===== src/rtl/unidade_controle.sv =====
// Sequencer for the multicycle processor: owns the step counter Tstep and
// decodes IR into the bus-select / register-enable lines of the datapath.
module unidade_controle (
    input  logic       Clock,
    input  logic       Resetn,
    input  logic       Run,
    input  logic [8:0] IR,
    input  logic       G_zero,
    output logic       IRin,
    output logic [7:0] Rin,
    output logic [7:0] Rout,
    output logic       DINout,
    output logic       Gout,
    output logic       Ain,
    output logic       Gin,
    output logic       AddSub,
    output logic       Done,
    output logic [1:0] Tstep
);

    typedef enum logic [1:0] {T0 = 2'd0, T1 = 2'd1, T2 = 2'd2, T3 = 2'd3} step_t;

    localparam logic [2:0] OP_MV   = 3'b000;
    localparam logic [2:0] OP_MVI  = 3'b001;
    localparam logic [2:0] OP_ADD  = 3'b010;
    localparam logic [2:0] OP_SUB  = 3'b011;
    localparam logic [2:0] OP_MVNZ = 3'b100;

    step_t      state, next_state;
    logic [2:0] opcode;
    logic [7:0] x_oh, y_oh;
    logic       is_alu;

    assign opcode = IR[8:6];
    assign x_oh   = 8'b1 << IR[5:3];
    assign y_oh   = 8'b1 << IR[2:0];
    assign is_alu = (opcode == OP_ADD) || (opcode == OP_SUB);
    assign Tstep  = state;

    // Step register; reset drops straight back to fetch, aborting any instruction.
    always_ff @(posedge Clock or negedge Resetn) begin
        if (!Resetn) state <= T0;
        else         state <= next_state;
    end

    // Decode of the current step; Done always wins the next-state choice.
    always_comb begin
        next_state = state;
        IRin   = 1'b0;
        Rin    = '0;
        Rout   = '0;
        DINout = 1'b0;
        Gout   = 1'b0;
        Ain    = 1'b0;
        Gin    = 1'b0;
        AddSub = 1'b0;
        Done   = 1'b0;
        case (state)
            T0: begin
                IRin = Run;
                if (Run) next_state = T1;
            end
            T1: begin
                case (opcode)
                    OP_MV: begin
                        Rout = y_oh;
                        Rin  = x_oh;
                        Done = 1'b1;
                    end
                    OP_MVI: begin
                        DINout = 1'b1;
                        Rin    = x_oh;
                        Done   = 1'b1;
                    end
                    OP_ADD, OP_SUB: begin
                        Rout = x_oh;
                        Ain  = 1'b1;
                    end
                    OP_MVNZ: begin
                        // G is not touched here, so G_zero reflects the last ALU result.
                        if (!G_zero) begin
                            Rout = y_oh;
                            Rin  = x_oh;
                        end
                        Done = 1'b1;
                    end
                    default: Done = 1'b1;
                endcase
                next_state = Done ? T0 : T2;
            end
            T2: begin
                if (is_alu) begin
                    Rout   = y_oh;
                    Gin    = 1'b1;
                    AddSub = (opcode == OP_SUB);
                    next_state = T3;
                end else begin
                    Done       = 1'b1;
                    next_state = T0;
                end
            end
            T3: begin
                // Only add/sub can legally get here; anything else just finishes.
                if (is_alu) begin
                    Gout = 1'b1;
                    Rin  = x_oh;
                end
                Done       = 1'b1;
                next_state = T0;
            end
            default: next_state = T0;
        endcase
        // Reset is combinational on the outputs too, so nothing fires while held.
        if (!Resetn) begin
            IRin   = 1'b0;
            Rin    = '0;
            Rout   = '0;
            DINout = 1'b0;
            Gout   = 1'b0;
            Ain    = 1'b0;
            Gin    = 1'b0;
            AddSub = 1'b0;
            Done   = 1'b0;
        end
    end

endmodule


===== config.mk =====
export PLATFORM = sky130hd
export DESIGN_NAME = unidade_controle
export DESIGN_NICKNAME = d
export VERILOG_FILES = /design/src/rtl/unidade_controle.sv
export SDC_FILE = /design/constraint.sdc
export NUM_CORES = 1
export LEC_CHECK = 0
export CORE_MARGIN = 2
export CORE_UTILIZATION = 32
export CTS_BUF_LIST = sky130_fd_sc_hd__clkbuf_4
export DETAILED_ROUTE_END_ITERATION = 7
export GPL_TIMING_DRIVEN = 1
export PLACE_DENSITY_LB_ADDON = 0.2
export SLEW_MARGIN = 20
export SYNTH_ARGS = -nofsm -noshare
export SYNTH_HDL_FRONTEND = slang
export SYNTH_SLANG_ARGS = --single-unit
export TNS_END_PERCENT = 30

===== constraint.sdc =====
create_clock -name Clock -period 1.7 [get_ports Clock]
set_input_delay 0.34 -clock Clock [delete_from_list [all_inputs] [get_ports Clock]]
set_output_delay 0.34 -clock Clock [all_outputs]
set_load 0.05 [all_outputs]

==> flow_metrics.env, run 1 <==
export IMPL_initial_utilization_pct=34.5
export IMPL_netlist_area_um2=526
export IMPL_fp_dieW_um=44.5
export IMPL_synth_cell_types=28
export IMPL_port_buffer_count=37
export IMPL_status="stopped before the end"
export IMPL_netlist_area_leader_share_pct=12.9
export IMPL_syn_mean_instance_area_um2=7.84
export IMPL_ys_ff_latch=2
export IMPL_haltStage="detailed placement"
export IMPL_syn_instance_count=67
export IMPL_yosysWarnings=0
export IMPL_gp_congestion=0.812
export IMPL_synth_seq_area_share_pct=9.52
export IMPL_boundaryPins=38
export IMPL_rows=14
export IMPL_yosys_top_cells_area="a211oi_1, ha_1, dfrtp_1, o22ai_1, nand3_1"
export IMPL_first_error="Error: detail_place.tcl, 38 bad optional access"
export IMPL_yosysTopAreaCell="a211oi_1"
export IMPL_dieHeight_um=44.5
export IMPL_synthesis_nets=85
cells in the mapped netlist (all sizes together):
master	count
nor2b	3
nand3	4
nand4	2
a211o	1
inv	5
nor3	1
and3b	2
ha	5
nand2	5
a211oi	9
dfrtp	2
or2	2
nor2	2
nand4b	1
a32o	1
nand3b	2
and2	1
and3	3
and4bb	1
and4b	1
nand2b	2
or2b	1
o22ai	6
a21oi	3
o32ai	2
cell families after synthesis:
logic type,Yosys count,synth area share [%]
DFF,2,9.52
buffers and inverters,5,3.57
adders and majority gates,5,11.9
AOI/OAI and AO/OA,22,33.6
and+or+nand+nor,33,41.4
through the flow:
step,cell area (um^2),TNS (ps)
after floorplan,744,-8110
after global placement,1510,-9320
==> inputs of run 2 (changes only) <==
--- a/config.mk
+++ b/config.mk
@@ -5,12 +5,11 @@
 export SDC_FILE = /design/constraint.sdc
 export NUM_CORES = 1
 export LEC_CHECK = 0
-export CORE_MARGIN = 2
-export CORE_UTILIZATION = 32
-export CTS_BUF_LIST = sky130_fd_sc_hd__clkbuf_4
+export CORE_AREA = 2 2 63 65
 export DETAILED_ROUTE_END_ITERATION = 7
+export DIE_AREA = 0 0 65 67
 export GPL_TIMING_DRIVEN = 1
-export PLACE_DENSITY_LB_ADDON = 0.2
+export PLACE_DENSITY_LB_ADDON = 0.15
 export SLEW_MARGIN = 20
 export SYNTH_ARGS = -nofsm -noshare
 export SYNTH_HDL_FRONTEND = slang
==> constraint.sdc (replaced) <==
create_clock -name Clock -period 2.21 [get_ports Clock]
set_input_delay 0.442 -clock Clock [delete_from_list [all_inputs] [get_ports Clock]]
set_output_delay 0.442 -clock Clock [all_outputs]
set_load 0.05 [all_outputs]
==> run 2 against run 1 <==
The flow now finishes, with violations (negative setup slack). Synthesized cell count unchanged. Synthesized area unchanged.
==> flow_metrics.env, run 2 <==
export IMPL_final_core_util_pct=44.9
export IMPL_grt_max_degree=9
export IMPL_drt_initial_drc_count=29
export IMPL_min_path_type="in2async"
export IMPL_synthesis_nets=85
export IMPL_switching_share_pct=48.6
export IMPL_yosysTopAreaCell="a211oi_1"
export IMPL_critical_path_class="reg2out"
export IMPL_period_needed_ps=2340
export IMPL_p_per_area_nw_per_um2=529
export IMPL_fp_dieW_um=65
export IMPL_ys_ff_latch=2
export IMPL_cap_violations=0
export IMPL_period_share_pct=106
export IMPL_fp_dieArea_um2=4360
export IMPL_worstPathMaxFanout=8
export IMPL_overflow=0
export IMPL_synth_edf_count=0
export IMPL_pre_cts_slack_ps=-321
export IMPL_yosysWarnings=0
export IMPL_cts_buffers_inserted=3
export IMPL_yosys_top_cells_area="a211oi_1, ha_1, dfrtp_1, o22ai_1, nand3_1"
export IMPL_syn_mean_instance_area_um2=7.84
export IMPL_ys_top_cells_by_count="a211oi_1, o22ai_1, ha_1, inv_1, nand2_1"
export IMPL_layout_commonest_cell="buf_12"
export IMPL_async_flop_share_pct=100
export IMPL_clk_pin_slew_ps=30
export IMPL_area_growth_pct=208
export IMPL_layout_common_cells="buf_12, buf_4, clkdlybuf4s50_1"
export IMPL_layout_setup_ws_ps=-126
export IMPL_status="finished with violations"
export IMPL_cts_root_buf="clkbuf_8"
export IMPL_drt_total_wl_um=2290
export IMPL_critPathArrivalTime_ps=1890
export IMPL_rsz0062_at_grt="true"
export IMPL_core_um2=3610
export IMPL_drive_above_1_share_pct=64.8
export IMPL_insertion_delay_ps=210
export IMPL_drc=0
export IMPL_vdd_drop_max_mv=0.287
export IMPL_first_global_vias=850
export IMPL_dieHeight_um=67
export IMPL_synth_seq_area_share_pct=9.52
export IMPL_power_leakage_uw=0.000573
export IMPL_yosysMostFrequentCell="a211oi_1"
export IMPL_clock_power_share_pct=16.9
export IMPL_port_buffer_count=37
export IMPL_violations="negative setup slack"
export IMPL_netlist_area_um2=526
export IMPL_finClkSkew_ps=0.515
export IMPL_vias=761
export IMPL_p_sw_uw=416
export IMPL_gp_congestion=0.811
export IMPL_combinationalPowerShare_pct=73.6
export IMPL_rows=22
export IMPL_nNetsFinal=145
export IMPL_track_usage_pct=11.7
export IMPL_final_setup_tns_ps=-1400
export IMPL_dp_hpwl_um=1910
export IMPL_hold_violations=0
export IMPL_largest_reg_flops=2
export IMPL_boundaryPins=38
export IMPL_antenna_left=0
export IMPL_slew_viol_final=0
export IMPL_rrSetupSlack_ps=770
export IMPL_p_int_uw=440
export IMPL_antenna_found_initial=0
export IMPL_first_pass_iters=4
export IMPL_seqPwrFrac_pct=9.5
export IMPL_cts_buffer_depth=2
export IMPL_fin_cells=173
export IMPL_placedCellCount=167
export IMPL_worstSetupEndpointType="primary output"
export IMPL_cts_sinks=2
export IMPL_viasPerCell=4.40
export IMPL_fmax_mhz=428
export IMPL_required_ps=1770
export IMPL_cts_hold_buf=0
export IMPL_synth_cell_types=28
export IMPL_syn_instance_count=67
export IMPL_rr_worst_depth=5
export IMPL_setup_violations=16
export IMPL_worstMarginPinSlew_ps=490
export IMPL_netlist_area_leader_share_pct=12.9
export IMPL_cts_tree="yes"
export IMPL_initial_utilization_pct=14.6
export IMPL_slew_headroom_pct=67.2
export IMPL_startpoint_type="flip-flop"
export IMPL_n_antenna_cell=0
export IMPL_synth_ff_type="dfrtp_1"
export IMPL_ctsHtreeMaxLevel=1
export IMPL_wl_per_cell_um=13.3
export IMPL_grt_pass1_wl_um=3910
[run 2: timing repair]
action | CTS | global route
gates cloned | 0 | 0
pin swaps | 4 | 3
gates resized for setup | 12 | 5
endpoints found under the setup margin | 17 | 16
buffers inserted | 2 | 1
hold endpoints to repair | 0 | 0
[run 2: metal layers]
layer	up-vias	track usage (%)	routed length (um)
met5	-	0	0
met4	0	5.32	34
met3	4	1.69	88
met2	20	19.1	1140
met1	359	15.1	1040
li1	378	-	-
[run 2: worst paths after layout]
check                           end  startpoint
min in group Clock         Tstep[0]    Tstep[0]
setup reg to reg           Tstep[1]    Tstep[0]
hold / removal             Tstep[1]      Resetn
max in group asynchronous  Tstep[0]      Resetn
hold reg to reg            Tstep[0]    Tstep[0]
setup / recovery             Rin[5]    Tstep[1]
[run 2: kinds of logic (layout without fill, tap and decap cells)]
family	after synthesis	count (layout)	synth area share, %
compound gates	22	22	33.6
fa+ha+maj	5	5	11.9
buf+inv	5	63	3.57
flops	2	2	9.52
simple gates	33	33	41.4
[run 2: metrics by stage]
stage	hold slack [ps]	instance area, um^2	power (uW)
after CTS	343	1600	839
after detailed placement	603	1510	659
after global routing	359	1620	919
after global placement	608	1510	658
final	344	1620	857
after floorplan	146	744	450
[run 2: cell type report]
| class | count | area, um^2 |
|---|---|---|
| clock buffer | 3 | 41.3 |
| fill | 351 | 1990 |
| inverter | 5 | 21.3 |
| multi-input combinational | 60 | 719 |
| sequential | 2 | 52.6 |
| tap | 48 | 60.1 |
| timing repair buffer | 55 | 726 |
[run 2: worst max-delay path: stages (launching register included)]
cell      delay [ps]
dfrtp_2          450
inv_4             90
ha_4             160
nand3b_4          80
a211o_4          430
a211oi_4         290
buf_12           170
[run 2: power by group through the flow]
stage               registers (uW)  clock network [uW]  logic, uW
floorplan                      124                   0        326
global placement              83.1                   0        574
detailed placement            82.3                   0        576
CTS                           80.2                 151        608
global route                  84.3                 156        678
finish                        81.7                 145        630
(Power assumes the default switching activity.)
